--- config.mk ---
export PLATFORM = sky130hd
export DESIGN_NAME = button_debouncer
export DESIGN_NICKNAME = d
export VERILOG_FILES = /design/src/rtl/disarm_code_checker_button_debouncer.sv
export SDC_FILE = /design/constraint.sdc
export NUM_CORES = 1
export LEC_CHECK = 0
export CAP_MARGIN = 10
export CELL_PAD_IN_SITES_DETAIL_PLACEMENT = 1
export CELL_PAD_IN_SITES_GLOBAL_PLACEMENT = 1
export CORE_MARGIN = 1.5
export CORE_UTILIZATION = 44
export CTS_CLUSTER_SIZE = 10
export DETAILED_ROUTE_END_ITERATION = 7
export GPL_TIMING_DRIVEN = 0
export HOLD_SLACK_MARGIN = 0.06
export PLACE_DENSITY_LB_ADDON = 0.1
export SYNTH_ARGS = -nofsm -noshare
export SYNTH_HDL_FRONTEND = slang
export SYNTH_SLANG_ARGS = --single-unit
--- constraint.sdc ---
create_clock -name clk -period 1.9 [get_ports clk]
set_input_delay 0.475 -clock clk [delete_from_list [all_inputs] [get_ports clk]]
set_output_delay 0.475 -clock clk [all_outputs]
set_load 0.02 [all_outputs]
--- src/rtl/disarm_code_checker_button_debouncer.sv ---
// One button lane: 2-flop synchroniser, debounce, rising-edge pulse.
// A bounce restarts the stability counter from zero.
module button_debouncer #(
  parameter int unsigned DEBOUNCE_CYCLES = 1000000
) (
  input  logic clk,
  input  logic reset,
  input  logic btn_in,
  output logic press
);

  localparam int CW =
    (DEBOUNCE_CYCLES > 1) ? $clog2(DEBOUNCE_CYCLES) : 1;
  localparam logic [CW-1:0] CNT_MAX = CW'(DEBOUNCE_CYCLES - 1);

  logic          sync1_q, sync2_q;
  logic          level_q, level_d;
  logic          prev_q;
  logic [CW-1:0] cnt_q, cnt_d;

  always_comb begin
    level_d = level_q;
    cnt_d   = '0;
    if (sync2_q != level_q) begin
      if (cnt_q == CNT_MAX) begin
        level_d = sync2_q;
      end else begin
        cnt_d = cnt_q + 1'b1;
      end
    end
  end

  always_ff @(posedge clk) begin
    if (reset) begin
      sync1_q <= 1'b0;
      sync2_q <= 1'b0;
      level_q <= 1'b0;
      prev_q  <= 1'b0;
      cnt_q   <= '0;
    end else begin
      sync1_q <= btn_in;
      sync2_q <= sync1_q;
      level_q <= level_d;
      prev_q  <= level_q;
      cnt_q   <= cnt_d;
    end
  end

  assign press = level_q & ~prev_q;

endmodule

==> impl_metrics.json <==
{
  "ys_seq_area_share_pct": 45.7,
  "yosys_warnings": 0,
  "endpoint_kind": "register",
  "final_common_cell": "dfxtp_1",
  "clk_pin_slew_ps": 120,
  "grt_pass1_wl_mm": 3.44,
  "hold_path_end": "sync2_q",
  "tightest_slew_ps": 371,
  "vias_per_cell": 5.46,
  "drt_iter0_drc": 9,
  "outcome": "completed",
  "rsz0062_at_grt": "no",
  "vdd_ir_drop_max_mv": 0.446,
  "p_clk_share_pct": 28.2,
  "layout_common_cells": "dfxtp_1 (22), nor2_1 (19), nand4_1 (10)",
  "r2r_cells": 5,
  "p_int_uw": 587,
  "max_cap_violations": 0,
  "firstDrtPassIters": 2,
  "overflow": 0,
  "holdPathStages": 1,
  "initial_utilization_pct": 47.1,
  "critPathKind": "reg -> reg",
  "cts_buffers": 3,
  "power_leakage_nw": 0.332,
  "wirelength_mm": 1.96,
  "synth_edf_count": 0,
  "fin_nets": 129,
  "wl_per_cell_um": 13.0,
  "combPwrFrac_pct": 2.1,
  "antenna_left": 0,
  "power_density_nw_per_um2": 629,
  "crit_family": "simple AND/OR/NAND/NOR gates",
  "worst-path-stages": 5,
  "synthesis.area_um2": 1050,
  "finalSetupTns_ps": 0,
  "cts_hold_buffers": 0,
  "pin_count": 4,
  "numPortBuffers": 3,
  "tritoncts": "done",
  "stdcell_area_um2": 1160,
  "core_um2": 2230,
  "die_h_um": 51.9,
  "crit_slowest_cell": "or4b_1",
  "cp-start-kind": "register",
  "fmax_ghz": 0.551,
  "area_delta_synth_final_pct": 10.0,
  "antenna_found_initial": 0,
  "cts_root_buffer": "clkbuf_4",
  "hp-start": "sync1_q",
  "grt_max_degree": 13,
  "dp_hpwl_mm": 1.48,
  "setup_viol": 0,
  "hold_viol_final": 0,
  "worst_r2r_endpoint": "cnt_q[13]",
  "period_share_pct": 95.4,
  "grt_util_all_layers_pct": 17.3,
  "drive_above_1_share_pct": 10.6,
  "numClockSinks": 24,
  "p_switching_uw": 140,
  "maxSlewViolCount": 0,
  "row_count": 17,
  "r2r_slack_ps": 90,
  "synth.distinct_cells": 25,
  "cp.arrival_ps": 2020,
  "placed_cell_area_um2": 1120,
  "slew_headroom_pct": 75.1,
  "cp_cell_sequence": "or4b_1, or3_4, o21ai_4, buf_6, nor2_1",
  "min_path_type": "reg -> reg",
  "startpoint": "cnt_q[7]",
  "fin_worst_skew_ps": 2.84,
  "ys.flop_type": "dfxtp_1",
  "clock_path_buffers": 2,
  "diodes": 0,
  "syn_inst": 116,
  "rr_startpoint": "cnt_q[7]",
  "cp_max_fo": 10,
  "sw_frac_of_total_pct": 19.3,
  "die_x_um": 51.9,
  "h-tree-depth": 1,
  "clk-insertion-delay-late_ps": 300,
  "period_minus_slack_ps": 1810,
  "slowest_delay_ps": 520,
  "ys_ff_latch": 24,
  "path_buf_inv": 1,
  "seqPwrFrac_pct": 69.7,
  "cp.required_ps": 2100,
  "grt_pass1_vias": 820,
  "synthesis.nets": 120,
  "vias": 825,
  "async_flop_share_pct": 0,
  "gpl.final_weighted_congestion": 0.791,
  "syn_area_per_cell_um2": 9.06,
  "drc_errors": 0,
  "die_area_um2": 2690
}
layout make-up:
type,count,area [µm²]
Fill cell,277,1080
Multi-Input combinational cell,85,544
Sequential cell,24,483
Timing Repair Buffer,4,36.3
Tap cell,28,35.0
Clock buffer,3,22.5
Inverter,5,18.8
Buffer,2,16.3
kinds of logic after synthesis:
logic type,synth area share [%]
AOI/OAI and AO/OA,5.71
DFF,45.7
buffers and inverters,3.33
xor gates and xnor gates,13.3
and+or+nand+nor,30.7
adders and majority gates,1.19
per-layer routing:
metal | track usage, % | vias up | routed length, µm
li1 | - | 422 | -
met3 | 2.59 | 2 | 26
met4 | 7.89 | 0 | 17
met2 | 28.3 | 3 | 909
met5 | 0 | - | 0
met1 | 22.4 | 398 | 1010
synthesized netlist by cell type, types with 2 or more instances:
master	count	area (µm²)
a21oi_1	4	20.0
and4_1	2	17.5
dfxtp_1	24	480
inv_1	5	18.8
nand2_1	3	11.3
nand3_1	6	30.0
nand4_1	10	62.6
nor2_1	19	71.3
nor2b_1	4	25.0
nor3_1	2	10.0
nor4_1	5	31.3
o21ai_0	3	15.0
or3_1	3	18.8
xnor2_1	9	78.8
xor2_1	7	61.3
worst max path at each step:
| stage | end |
|---|---|
| 2_1_floorplan | cnt_q[14] |
| 3_3_place_gp | cnt_q[11] |
| 3_5_place_dp | cnt_q[18] |
| 4_1_cts | cnt_q[13] |
| 5_1_grt | cnt_q[13] |
| 6_report | cnt_q[13] |
per-stage QoR:
stage          hold slack (ps)  power [mW]  instances  worst slack (ps)  util (%)
2_1_floorplan              414       0.526        116               183         -
3_3_place_gp               429       0.533        147              19.0      50.0
3_5_place_dp               428       0.533        147              11.0      50.0
4_1_cts                    457       0.746        150             0.536      51.2
5_1_grt                    485       0.768        151              10.8      51.8
6_report                   451       0.728        151              86.6      51.8
worst register-to-register path, delay by kind of cell, from the launching register on:
| family | cells | cell delay [ps] |
|---|---|---|
| AOI/OAI and AO/OA | 1 | 230 |
| DFF | 1 | 380 |
| buffers and inverters | 1 | 170 |
| and+or+nand+nor | 3 | 940 |
sequential cells by signal, indices dropped and copies added (netlist names):
register	cells
sync1_q	1
sync2_q	1
level_q	1
cnt_q	20
prev_q	1
power groups by stage:
stage | Sequential [mW] | Combinational (mW) | Clock [mW]
final | 0.507 | 0.0152 | 0.205
after global routing | 0.508 | 0.0171 | 0.243
after CTS | 0.507 | 0.0147 | 0.224
after detailed placement | 0.518 | 0.0147 | 0
after global placement | 0.518 | 0.0145 | 0
after floorplan | 0.518 | 0.00741 | 0
repair_timing:
| item | CTS | global route |
|---|---|---|
| hold endpoints to repair | 0 | 0 |
| buffers inserted | 0 | 1 |
| pin swaps | 0 | 2 |
| resized for setup | 2 | 3 |
| endpoints found under the setup margin | 2 | 13 |
No activity file was read; power rests on OpenSTA's default activity.
